<file path="src/rtl/db_conv_scheduler.sv">
// db_conv_scheduler: round-robin sharing of one fixed-latency power-to-dB converter, credit-gated issue,
// tagged retire into a FWFT result FIFO. Define PEAK_HOLD_EN to add per-channel peak-hold registers.
module db_conv_scheduler #(
  parameter int N_CH       = 4,
  parameter int CH_W       = 2,
  parameter int CONV_LAT   = 5,
  parameter int FIFO_DEPTH = 8
) (
  input  logic                 clk,
  input  logic                 rst,
  input  logic [N_CH-1:0]      req_valid_i,
  input  logic [32*N_CH-1:0]   req_power_i,
  output logic [N_CH-1:0]      req_ready_o,
  output logic                 conv_valid_o,
  output logic [31:0]          conv_power_o,
  input  logic                 conv_valid_i,
  input  logic [15:0]          conv_dB_i,
  output logic                 res_valid_o,
  input  logic                 res_ready_i,
  output logic [15:0]          res_dB_o,
  output logic [CH_W-1:0]      res_ch_o,
  output logic                 err_o,
  input  logic [CH_W-1:0]      peak_sel_i,
  input  logic                 peak_clr_i,
  output logic [15:0]          peak_dB_o
);
  localparam int PTR_W = $clog2(FIFO_DEPTH);
  localparam int CNT_W = PTR_W + 1;

  logic [CH_W-1:0]    r_ptr;
  logic [CNT_W-1:0]   r_inflight;
  logic [CNT_W-1:0]   r_count;
  logic               r_conv_valid;
  logic [31:0]        r_conv_power;
  logic [CH_W-1:0]    r_conv_ch;
  logic [CONV_LAT-1:0] r_tag_v;
  logic [CH_W-1:0]    r_tag_ch [CONV_LAT];
  logic [CH_W+15:0]   r_mem [FIFO_DEPTH];
  logic [PTR_W-1:0]   r_wr;
  logic [PTR_W-1:0]   r_rd;
  logic               r_err;

  logic [31:0]        w_pwr [N_CH];
  logic [31:0]        w_scan;
  logic               w_credit;
  logic               w_found;
  logic [CH_W-1:0]    w_gidx;
  logic [N_CH-1:0]    w_grant;
  logic               w_push;
  logic               w_pop;
  logic [CH_W+15:0]   w_head;

  for (genvar g = 0; g < N_CH; g++) begin : g_pwr
    assign w_pwr[g] = req_power_i[32*g +: 32];
  end

  // inflight already includes the registered issue stage, so pending issues are never double-booked
  assign w_credit = ({1'b0, r_inflight} + {1'b0, r_count}) < (CNT_W+1)'(FIFO_DEPTH);

  always_comb begin
    w_grant = '0;
    w_gidx  = '0;
    w_found = 1'b0;
    w_scan  = '0;
    for (int unsigned i = 0; i < N_CH; i++) begin
      w_scan = 32'(r_ptr) + i;
      if (w_scan >= 32'(N_CH)) w_scan = w_scan - 32'(N_CH);
      if (!w_found && w_credit && req_valid_i[w_scan[CH_W-1:0]]) begin
        w_found = 1'b1;
        w_gidx  = w_scan[CH_W-1:0];
      end
    end
    if (w_found) w_grant[w_gidx] = 1'b1;
  end

  assign w_push = r_tag_v[CONV_LAT-1];
  assign w_pop  = res_valid_o & res_ready_i;
  assign w_head = r_mem[r_rd];

  always_ff @(posedge clk) begin
    if (rst) begin
      r_ptr        <= '0;
      r_inflight   <= '0;
      r_count      <= '0;
      r_conv_valid <= 1'b0;
      r_conv_power <= '0;
      r_conv_ch    <= '0;
      r_tag_v      <= '0;
      for (int unsigned i = 0; i < CONV_LAT; i++) r_tag_ch[i] <= '0;
      for (int unsigned i = 0; i < FIFO_DEPTH; i++) r_mem[i] <= '0;
      r_wr         <= '0;
      r_rd         <= '0;
      r_err        <= 1'b0;
    end else begin
      r_conv_valid <= w_found;
      r_conv_ch    <= w_gidx;
      if (w_found) begin
        r_conv_power <= w_pwr[w_gidx];
        r_ptr        <= (w_gidx == CH_W'(N_CH-1)) ? '0 : w_gidx + 1'b1;
      end
      r_tag_v[0]  <= r_conv_valid;
      r_tag_ch[0] <= r_conv_ch;
      for (int unsigned i = 1; i < CONV_LAT; i++) begin
        r_tag_v[i]  <= r_tag_v[i-1];
        r_tag_ch[i] <= r_tag_ch[i-1];
      end
      r_inflight <= r_inflight + CNT_W'(w_found) - CNT_W'(w_push);
      r_count    <= r_count + CNT_W'(w_push) - CNT_W'(w_pop);
      if (w_push) begin
        r_mem[r_wr] <= {r_tag_ch[CONV_LAT-1], conv_dB_i};
        r_wr        <= r_wr + 1'b1;
      end
      if (w_pop) r_rd <= r_rd + 1'b1;
      if (conv_valid_i != w_push) r_err <= 1'b1;
    end
  end

  assign req_ready_o  = w_grant;
  assign conv_valid_o = r_conv_valid;
  assign conv_power_o = r_conv_power;
  assign res_valid_o  = (r_count != '0);
  assign res_dB_o     = w_head[15:0];
  assign res_ch_o     = w_head[CH_W+15:16];
  assign err_o        = r_err;

`ifdef PEAK_HOLD_EN
  logic [15:0] r_peak [N_CH];

  always_ff @(posedge clk) begin
    if (rst) begin
      for (int unsigned i = 0; i < N_CH; i++) r_peak[i] <= '0;
    end else begin
      if (w_push && (conv_dB_i > r_peak[r_tag_ch[CONV_LAT-1]]))
        r_peak[r_tag_ch[CONV_LAT-1]] <= conv_dB_i;
      // placed last so a clear overrides a same-cycle update of the same channel
      if (peak_clr_i) r_peak[peak_sel_i] <= '0;
    end
  end

  assign peak_dB_o = r_peak[peak_sel_i];
`else
  logic w_unused_peak;
  assign w_unused_peak = ^{peak_sel_i, peak_clr_i};
  assign peak_dB_o     = '0;
`endif

endmodule

</file>
<file path="config.mk">
export PLATFORM = sky130hd
export DESIGN_NAME = db_conv_scheduler
export DESIGN_NICKNAME = d
export VERILOG_FILES = /design/src/rtl/db_conv_scheduler.sv
export SDC_FILE = /design/constraint.sdc
export NUM_CORES = 1
export LEC_CHECK = 0
export ABC_AREA = 1
export ABC_CLOCK_PERIOD_IN_PS = 6400
export BUFFER_PORTS_ARGS = -buffer_cell sky130_fd_sc_hd__buf_2
export CORE_MARGIN = 10
export CORE_UTILIZATION = 50
export CTS_CLUSTER_SIZE = 8
export DETAILED_ROUTE_END_ITERATION = 12
export GPL_ROUTABILITY_DRIVEN = 0
export PLACE_DENSITY = 0.7
export SYNTH_ARGS = -nofsm -noshare
export SYNTH_HDL_FRONTEND = slang
export SYNTH_SLANG_ARGS = --single-unit
</file>
<file path="constraint.sdc">
create_clock -name clk -period 6.4 [get_ports clk]
set_clock_uncertainty 0.15 [all_clocks]
set_input_delay 1.28 -clock clk [delete_from_list [all_inputs] [get_ports clk]]
set_output_delay 1.28 -clock clk [all_outputs]
set_load 0.02 [all_outputs]
</file>
==> results of run 1 <==
worst max-delay path, cell delays in order:
cell	delay [ns]
buf_2	0.12
inv_1	0.07
nand2_1	0.05
nand3_1	0.12
nand2_1	0.10
o21ai_2	0.23
nand3_2	0.12
nand3_1	0.10
nand2_2	0.06
inv_2	0.47
ha_1	0.26
nand2_1	0.06
inv_1	0.05
buf_2	0.15
final cells by class:
type                            count  area share [%]
Timing Repair Buffer              219            8.73
Antenna cell                        1          0.0195
Multi-Input combinational cell    890            31.4
Clock buffer                       53            6.67
Inverter                          205            5.98
Sequential cell                   214            44.5
Tap cell                          280            2.72
registers in the layout, summed over array words and instances, names as in the netlist, named ones only:
name and cells:
r_tag_v 5, conv_power_o 32, conv_valid_o 1, r_count 4, r_ptr 2, r_wr 3, r_tag_ch 10, err_o 1
r_rd 3, r_conv_ch 2, r_inflight 4, r_mem 144
routing by layer:
layer	vias to the layer above	share of wire (%)	global-route usage, %	wire length (um)
li1	4746	-	-	-
met1	4334	39	23.8	11800
met2	320	50	35.6	14900
met3	34	9.0	6.78	2700
met4	4	1.5	4.84	449
met5	-	0.084	0	25
layout by cell type, fill, tap and decap left out, drive strengths merged, types with 3 or more instances in the layout:
cell type,n
nor2,308
nand2,234
buf,219
inv,202
edfxtp,144
nand3,141
o21ai,116
dfxtp,70
clkbuf,53
o22ai,18
a31oi,18
ha,18
conb,16
a21oi,10
xor2,4
clkinv,3
a211oi,3
cells by family (layout without fill, tap and decap cells):
kind of cell	Yosys count	after routing
buffers and inverters	297	477
DFF	214	214
xor gates and xnor gates	4	4
and+or+nand+nor	685	685
adders and majority gates	20	20
AOI/OAI and AO/OA	165	165
other	1	17
metrics by stage:
| step | worst slack (ns) | area [um2] | total power, mW | std cells | hold slack [ns] |
|---|---|---|---|---|---|
| floorplan | 2.33 | 11000 | 4.45 | 1401 | 0.238 |
| global placement | 1.77 | 12000 | 5.09 | 1808 | 0.238 |
| detailed placement | 1.75 | 12000 | 5.14 | 1808 | 0.242 |
| CTS | 1.70 | 12900 | 6.61 | 1861 | 0.249 |
| global route | 1.48 | 12900 | 7.16 | 1861 | 0.259 |
| finish | 1.71 | 12900 | 6.55 | 1862 | 0.248 |
power groups by stage:
stage               Sequential (mW)  Clock [mW]  Combinational, mW
finish                         1.76        1.44               3.35
global placement               1.78           0               3.32
floorplan                      1.86           0               2.59
detailed placement             1.78           0               3.36
global route                   1.78        1.53               3.85
CTS                            1.76        1.46               3.38
worst max-delay path by stage:
| stage | from | end | slack, ns | cells past startpoint |
|---|---|---|---|---|
| 5_1_grt | req_valid_i[3] | req_ready_o[3] | 1.48 | 14 |
| 4_1_cts | req_valid_i[3] | req_ready_o[3] | 1.70 | 14 |
| 3_3_place_gp | req_valid_i[3] | req_ready_o[3] | 1.77 | 14 |
| 2_1_floorplan | req_valid_i[1] | req_ready_o[2] | 2.33 | 13 |
| 3_5_place_dp | req_valid_i[3] | req_ready_o[3] | 1.75 | 14 |
| 6_report | req_valid_i[3] | req_ready_o[3] | 1.71 | 14 |
==> summary.txt, run 1 <==
CTS
  – Root Driver: clkbuf_16
  – # Post-CTS Setup Buffers: 0
  – # hold bufs at CTS: 0
  – # clock sinks: around 210
  – CTS clk-pin slew, worst paths: about 0.04 ns
  – H-tree depth: 1
  – Max clock buf depth: 3
  – Clk_lat worst skew: approximately 0.53 ns
  – Post-cts resize count: 0
  – CTS tree: built
  – CTS Buf Count: 30

Place
  – IO buf count: about 210
  – DPL Wire Length: roughly 19 mm

Routing
  – Via/cell ratio: a little over 5
  – WL/cell: 16.1 um
  – DR pass1 iterations: 5
  – DR vias: 9438
  – DRC violations left: 0
  – WL final: roughly 30 mm
  – Post-DRT Antenna Nets: 0
  – Initial DRC count: roughly 640

Critical path
  – Worst Setup Start Kind: primary input
  – CP endpoint kind: output pin
  – Worst flop-to-flop path startpoint: r_tag_v[4]
  – Critical path class: primary input to output pin
  – Reg2reg setup slack: ~3.2 ns
  – Critical path required time: 4.97 ns
  – Crit-path max FO: 34
  – Worst reg2reg path depth: 6
  – Critical R2R Capture: r_mem[0][9]
  – Critical Path AT: 3.26 ns

Synth
  – Post-synthesis mux area share: 0%
  – Post-synth EDFFs: roughly 140
  – Synth Area per Inst: just under 8 um2
  – Synth cell count leaders: 306 x nor2_1, 230 x nand2_1, 197 x inv_1
  – Ys async rst share: 0%
  – Largest family of logic cells by synthesized area: simple AND/OR/NAND/NOR gates
  – Synthesized area: ~11000 um2
  – Post-Synth XOR/XNOR Area: 0.320%
  – Seq/Total Area, Yosys: about 52%
  – Synth Area in Simple Gates: about 25%
  – Compound-Gate Fraction of Synth Area: between 8 and 9%
  – Synth top area share: 39.5%
  – Most common cell in the netlist: nor2_1
  – Synth unique cells: 29
  – Synth top area cells: edfxtp_1 39%, dfxtp_1 13%, nor2_1 10%
  – Top_reg_cell synth: edfxtp_1
  – Synth area leader: edfxtp_1
  – Post-synthesis register bit count: approximately 210
  – Warnings from Yosys: 0
  – Synthesized instance count: 1386
  – Synth Area in Adders: about 2.4%

Timing
  – Worst slew margin: 26.8%
  – Final Hold Viols: 0
  – Final min period: 4.69 ns
  – Crit share post-route: between 70% and 80%
  – Worst Max-Slew Pin Slew: approximately 1.1 ns
  – # setup viols final: 0
  – Setup TNS: 0 ns
  – Slew Viols, Final: 0
  – Fmax: between 200 and 250 MHz
  – RSZ-0062 raised after global routing: no

Floorplan
  – Row count: 54
  – Chip width: between 150 and 200 um
  – Ports: ~230
  – Core Area: 21700 um2
  – Die height: between 150 and 200 um
  – Initial core utilization: 50.5%
  – Die area: about 28000 um2

Pwr
  – Clk pwr share: a little over a fifth
  – Combinational share of power: between 50% and 60%
  – Switching part of the total power: between 40% and 50%
  – Int Power: around 3.6 mW
  – Switching Power: 2.95 mW
  – Power Dens Cells: about 510 nW/um2
  – Static Leak: between 6 and 7 nW
  – Worst vdd ir: around 500 uV
  – Sequential Power Share: between 20% and 30%

Run status
  – Status: finished, final reports clean

Layout
  – Area of the multi-input gates: 4030 um2
  – Final Util: 59.3%
  – Final net count: between 1500 and 2000
  – Area grow syn2layout: 17.4%
  – Sequential cell area: about 5700 um2
  – Layout fillers: a little over 2000
  – Fraction of layout cells with a size suffix above 1: between 10% and 20%

GRT
  – First-pass GRT wire length: around 48 mm
  – Initial antenna violation count: 3
  – Largest net degree at the start of global routing: 73
  – Global route total overflow: 0
  – GRT Util Overall: roughly a fifth
  – Vias in the first global route: about 9400

Min path
  – Hold endpoint: r_tag_ch[0][9]
  – Worst hold stages: 2
  – HP Class: flop to flop
  – Min-delay src: r_tag_ch[0][7]

Job
  – Maxcap violations: 0
No activity file was read; power rests on OpenSTA's default activity.
==> run 2, diff against run 1 <==
Settings changed: ABC_CLOCK_PERIOD_IN_PS 6400 to 4900.
Clock period 6.4 ns to 4.9 ns, I/O delays scaled along.
==> run 2 against run 1 <==
Compared with the run above:
- critical path depth decreased by 1
- via count grew 1.4%
- count of clock-buffer cells in the layout rose by 1
- sequential share of layout area is 0.38 points lower
- die area did not move
- sequential power up 30%
==> summary.txt, run 2 (synthesis gave the netlist of run 1 again) <==
Pwr
  – Power, Total: ~8.5 mW
  – Switching part of the total power: between 40 and 50%
  – Int Power: around 4.7 mW
  – Static Leak: ~6.5 nW
  – Worst vdd ir: between 500 and 600 uV
  – Power Dens Cells: between 600 and 700 nW/um2
  – Switching Power: 3.83 mW
  – Clk pwr share: ~22%
  – Combinational share of power: 51.3%
  – Sequential Power Share: roughly 27%

Routing
  – DRC violations left: 0
  – Via/cell ratio: roughly 5.1
  – WL final: around 30 mm
  – Initial DRC count: between 600 and 700
  – DR pass1 iterations: 5
  – Post-DRT Antenna Nets: 0
  – WL/cell: approximately 16 um
  – DR vias: roughly 9600

Timing
  – Worst Max-Slew Pin Slew: roughly 1 ns
  – Worst slew margin: a little under a third
  – Setup TNS: 0 ns
  – Final min period: around 4.1 ns
  – Slew Viols, Final: 0
  – Final Hold Viols: 0
  – Crit share post-route: about 84%
  – RSZ-0062 raised after global routing: no
  – Min Hold Slack: about 0.24 ns
  – Fmax: ~240 MHz
  – # setup viols final: 0

Critical path
  – CP peak stage delay: roughly 0.43 ns
  – Critical path required time: roughly 3.8 ns
  – Critical path class: flop to output pin
  – Most common cell type on the critical path: nand2_1
  – Crit-path max FO: 35
  – Critical Path, Cell by Cell: ha_1, nand3_1, nand2_1, a21oi_2, nand2_1, nand3_2, nand3_1, nand2_2, buf_4, ha_1, nand2_1, inv_1, buf_2
  – Critical-path top delay cell: dfxtp_1
  – Worst Setup Start Kind: flop
  – CP endpoint kind: output pin
  – Critical Path AT: roughly 3 ns

Layout
  – Fraction of layout cells with a size suffix above 1: between 10% and 20%
  – Most common cell after layout, fill and taps aside: nor2_1
  – Max FFs per register: approximately 140
  – Commonest cells after routing, fill and taps aside: 306 x nor2_1, 230 x nand2_1, 208 x buf_2
  – Final net count: approximately 1700
  – Area grow syn2layout: 18.4%
  – Design Area, Final: about 13000 um2
  – Reg with most FFs: r_mem

CTS
  – H-tree depth: 1
  – Post-cts resize count: 0
  – Max clock buf depth: 3
  – # hold bufs at CTS: 0
  – CTS tree: built
  – # Post-CTS Setup Buffers: 0
  – Root Driver: clkbuf_16
  – # clock sinks: 214
  – CTS Buf Count: 30
  – CTS clk-pin slew, worst paths: around 0.05 ns
  – Clk_lat worst skew: roughly 0.52 ns

Job
  – Maxcap violations: 0

GRT
  – Largest net degree at the start of global routing: 73
  – GRT Util Overall: about 20%
  – First-pass GRT wire length: ~48 mm
  – Vias in the first global route: 9524
  – Global route total overflow: 0
  – Initial antenna violation count: 4

Min path
  – HP Class: flop to flop

Place
  – IO buf count: between 200 and 250
  – DPL Wire Length: roughly 19 mm
  – Placed Area: approximately 12000 um2

Floorplan
  – Row count: between 50 and 60
  – Chip width: 168 um
  – Initial core utilization: 50.5%
  – Die area: 28200 um2
  – Core Area: 21700 um2
  – Die height: about 170 um
  – Ports: about 230

Run status
  – Status: finished, final reports clean
-- run 2: cell types whose count changed in the layout (fill, tap and decap cells not counted) --
cell      before  now
clkbuf_1      22   23
diode_2        1    2
buf_4         11   25
-- run 2: per-stage QoR --
stage / setup WS, ns / std cells / utilization [%]
3_5_place_dp: 0.976 / 1822 / 55.8
2_1_floorplan: 1.43 / 1401 / -
6_report: 0.773 / 1878 / 59.8
3_3_place_gp: 1.02 / 1822 / 55.8
4_1_cts: 0.742 / 1876 / 59.8
5_1_grt: 0.471 / 1876 / 59.8
-- run 2: critical path: cells and delay by family (launching register included) --
kind	cells	cell delay [ns]
simple gates	7	0.69
buf+inv	3	0.58
fa+ha+maj	2	0.49
flops	1	0.43
compound gates	1	0.28
-- run 2: cell type report --
class,instances,area [um2]
multi-input cells,890,4030
diodes,2,5.00
inverters,205,769
clock buffers,54,862
flip-flops and latches,214,5730
fillers,1960,8710
well taps,280,350
repair buffers,233,1230
-- run 2: path summary, 6_finish.rpt --
check	from	endpoint	slack [ns]	depth (start not counted)
max reg2reg	r_count[1]	conv_power_o[29]	1.84	14
min reg2reg	r_tag_v[3]	r_tag_v[4]	0.24	2
min	r_tag_v[3]	r_tag_v[4]	0.24	2
max	r_count[1]	req_ready_o[1]	0.77	13
-- run 2: power by group through the flow --
stage / sequential [mW] / clock, mW / combinational [mW]
finish: 2.29 / 1.88 / 4.38
global route: 2.32 / 1.99 / 5.00
CTS: 2.29 / 1.90 / 4.42
detailed placement: 2.32 / 0 / 4.40
global placement: 2.32 / 0 / 4.34
floorplan: 2.43 / 0 / 3.38
-- run 2: routing by layer --
layer  up-vias  part of all wire [%]  GRT usage (%)
met4         4                   1.5           4.50
li1       4769                     -              -
met2       344                    49           35.5
met3        44                   8.5           6.22
met1      4409                    41           24.2
met5         -                 0.083              0
==> run 3, diff against run 2 <==
Settings changed: ABC_CLOCK_PERIOD_IN_PS 4900 to 3900.
Clock period 4.9 ns to 3.9 ns, I/O delays scaled along.
==> run 3 against run 2 <==
Compared with the run above:
- worst setup slack lost 0.50 ns
- hold slack gained 0.0042 ns
- design area is 0.41% higher
- register-to-register slack lost 0.87 ns
- non-clock buffer count is 4 higher
- routed wire length down 0.25%
- sequential share of layout area decreased by 0.18 points
- highest routed layer unchanged
==> summary.txt, run 3 (synthesis gave the netlist of run 1 again) <==
Job
  – Maxcap violations: 0

GRT
  – Initial antenna violation count: 4
  – Largest net degree at the start of global routing: 74
  – GRT Util Overall: roughly 20%
  – Vias in the first global route: between 9000 and 10000
  – Global route total overflow: 0
  – First-pass GRT wire length: ~47 mm

CTS
  – CTS clk-pin slew, worst paths: about 0.050 ns
  – # hold bufs at CTS: 0
  – # clock sinks: 214
  – Max clock buf depth: 3
  – H-tree depth: 1
  – CTS tree: built
  – # Post-CTS Setup Buffers: 0
  – CTS Buf Count: 30
  – Root Driver: clkbuf_16
  – Clk_lat worst skew: approximately 0.53 ns
  – Post-cts resize count: 0

Pwr
  – Static Leak: about 6.5 nW
  – Sequential Power Share: a little over a quarter
  – Combinational share of power: between 50% and 60%
  – Int Power: 5.96 mW
  – Switching part of the total power: between 40% and 50%
  – Switching Power: between 4 and 5 mW
  – Worst vdd ir: around 830 uV
  – Clk pwr share: a little over a fifth
  – Power Dens Cells: 828 nW/um2

Critical path
  – CP peak stage delay: between 0.4 and 0.5 ns
  – Critical Path, Cell by Cell: ha_1, nand3_1, nand2_1, a21oi_2, nand2_1, inv_1, nand3_1, nand3_1, nand2_2, inv_2, ha_1, nand2_1, inv_1, buf_2
  – Crit-path max FO: 6
  – Cell depth of the worst setup path: 14
  – Critical path class: flop to output pin
  – CP endpoint kind: output pin
  – Worst reg2reg path depth: 15
  – Worst Setup Start Kind: flop
  – Critical path required time: ~3.0 ns
  – Critical Path AT: between 2 and 3 ns
  – CP bufs+invs: 4
  – CP top delay family: simple AND/OR/NAND/NOR gates
  – Critical-path top delay cell: dfxtp_1

Floorplan
  – Row count: 54
  – Die area: roughly 28000 um2
  – Initial core utilization: between 50% and 60%
  – Core Area: 21700 um2
  – Die height: between 150 and 200 um
  – Ports: about 230
  – Chip width: 168 um

Place
  – DPL Wire Length: 19.3 mm
  – IO buf count: between 200 and 250
  – DP Worst Slack: between 0.7 and 0.8 ns
  – Placed Area: approximately 12000 um2

Routing
  – DR vias: approximately 9500
  – WL final: ~30 mm
  – DR pass1 iterations: 5
  – Initial DRC count: 672
  – DRC violations left: 0
  – WL/cell: approximately 16 um
  – Post-DRT Antenna Nets: 0
  – Via/cell ratio: slightly above 5

Timing
  – Worst slew margin: roughly 56%
  – Crit share post-route: around 93%
  – # setup viols final: 0
  – Fmax: ~280 MHz
  – Worst Max-Slew Pin Slew: around 0.66 ns
  – Final min period: 3.63 ns
  – Final WS setup: about 0.27 ns
  – Final Hold Viols: 0
  – Setup TNS: 0 ns
  – Slew Viols, Final: 0
  – RSZ-0062 raised after global routing: no

Layout
  – Most common cell after layout, fill and taps aside: nor2_1
  – Fraction of layout cells with a size suffix above 1: 17.8%
  – Reg with most FFs: r_mem
  – Area grow syn2layout: 18.9%
  – Design Area, Final: about 13000 um2
  – Layout fillers: approximately 2000
  – Commonest cells after routing, fill and taps aside: 306 x nor2_1, 230 x nand2_1, 208 x buf_2
  – Final net count: roughly 1800
  – Max FFs per register: approximately 140

Min path
  – Worst hold stages: 2
  – HP Class: flop to flop

Run status
  – Status: finished, final reports clean
[run 3: path summary, 6_finish.rpt]
kind / from / end / slack [ns]
max reg2reg: r_ptr[0] / r_inflight[2] / 0.97
max: r_count[1] / req_ready_o[3] / 0.27
min reg2reg: r_tag_ch[0][4] / r_tag_ch[0][6] / 0.25
min: r_tag_ch[0][4] / r_tag_ch[0][6] / 0.25
[run 3: power by group through the flow]
| stage | Combinational (mW) | Clock, mW | Sequential, mW |
|---|---|---|---|
| floorplan | 4.25 | 0 | 3.05 |
| global placement | 5.51 | 0 | 2.91 |
| detailed placement | 5.56 | 0 | 2.92 |
| CTS | 5.60 | 2.40 | 2.88 |
| global route | 6.33 | 2.51 | 2.91 |
| finish | 5.54 | 2.37 | 2.88 |
[run 3: through the flow]
| stage | hold WS [ns] | instances | util [%] | total power [mW] |
|---|---|---|---|---|
| 5_1_grt | 0.269 | 1881 | 60.1 | 11.7 |
| 2_1_floorplan | 0.238 | 1401 | - | 7.30 |
| 3_3_place_gp | 0.240 | 1826 | 56.1 | 8.42 |
| 3_5_place_dp | 0.244 | 1826 | 56.1 | 8.48 |
| 6_report | 0.247 | 1882 | 60.1 | 10.8 |
| 4_1_cts | 0.250 | 1879 | 60.0 | 10.9 |
[run 3: area by class of cell]
| cell class | instances | area [um2] | area share [%] |
|---|---|---|---|
| multi-input cells | 890 | 4030 | 31.0 |
| flip-flops and latches | 214 | 5730 | 44.0 |
| repair buffers | 237 | 1280 | 9.85 |
| diodes | 3 | 7.51 | 0.0576 |
| inverters | 205 | 769 | 5.91 |
| clock buffers | 53 | 858 | 6.59 |
| well taps | 280 | 350 | 2.69 |
[run 3: worst reg2reg max path, delay by kind of cell, from the launching register on]
| kind | cells | cell delay (ns) |
|---|---|---|
| simple gates | 7 | 0.68 |
| flops | 1 | 0.56 |
| compound gates | 1 | 0.22 |
| buf+inv | 3 | 0.27 |
| xor+xnor | 1 | 0.17 |
| fa+ha+maj | 3 | 0.76 |
[run 3: routing by layer]
layer	GRT usage (%)	vias to the layer above	part of all wire (%)	wire (um)
met5	0	-	0.044	13
met4	6.17	2	2.2	651
met3	6.17	55	8.6	2580
met2	34.8	328	49	14600
met1	23.4	4327	40	12000
li1	-	4776	-	-
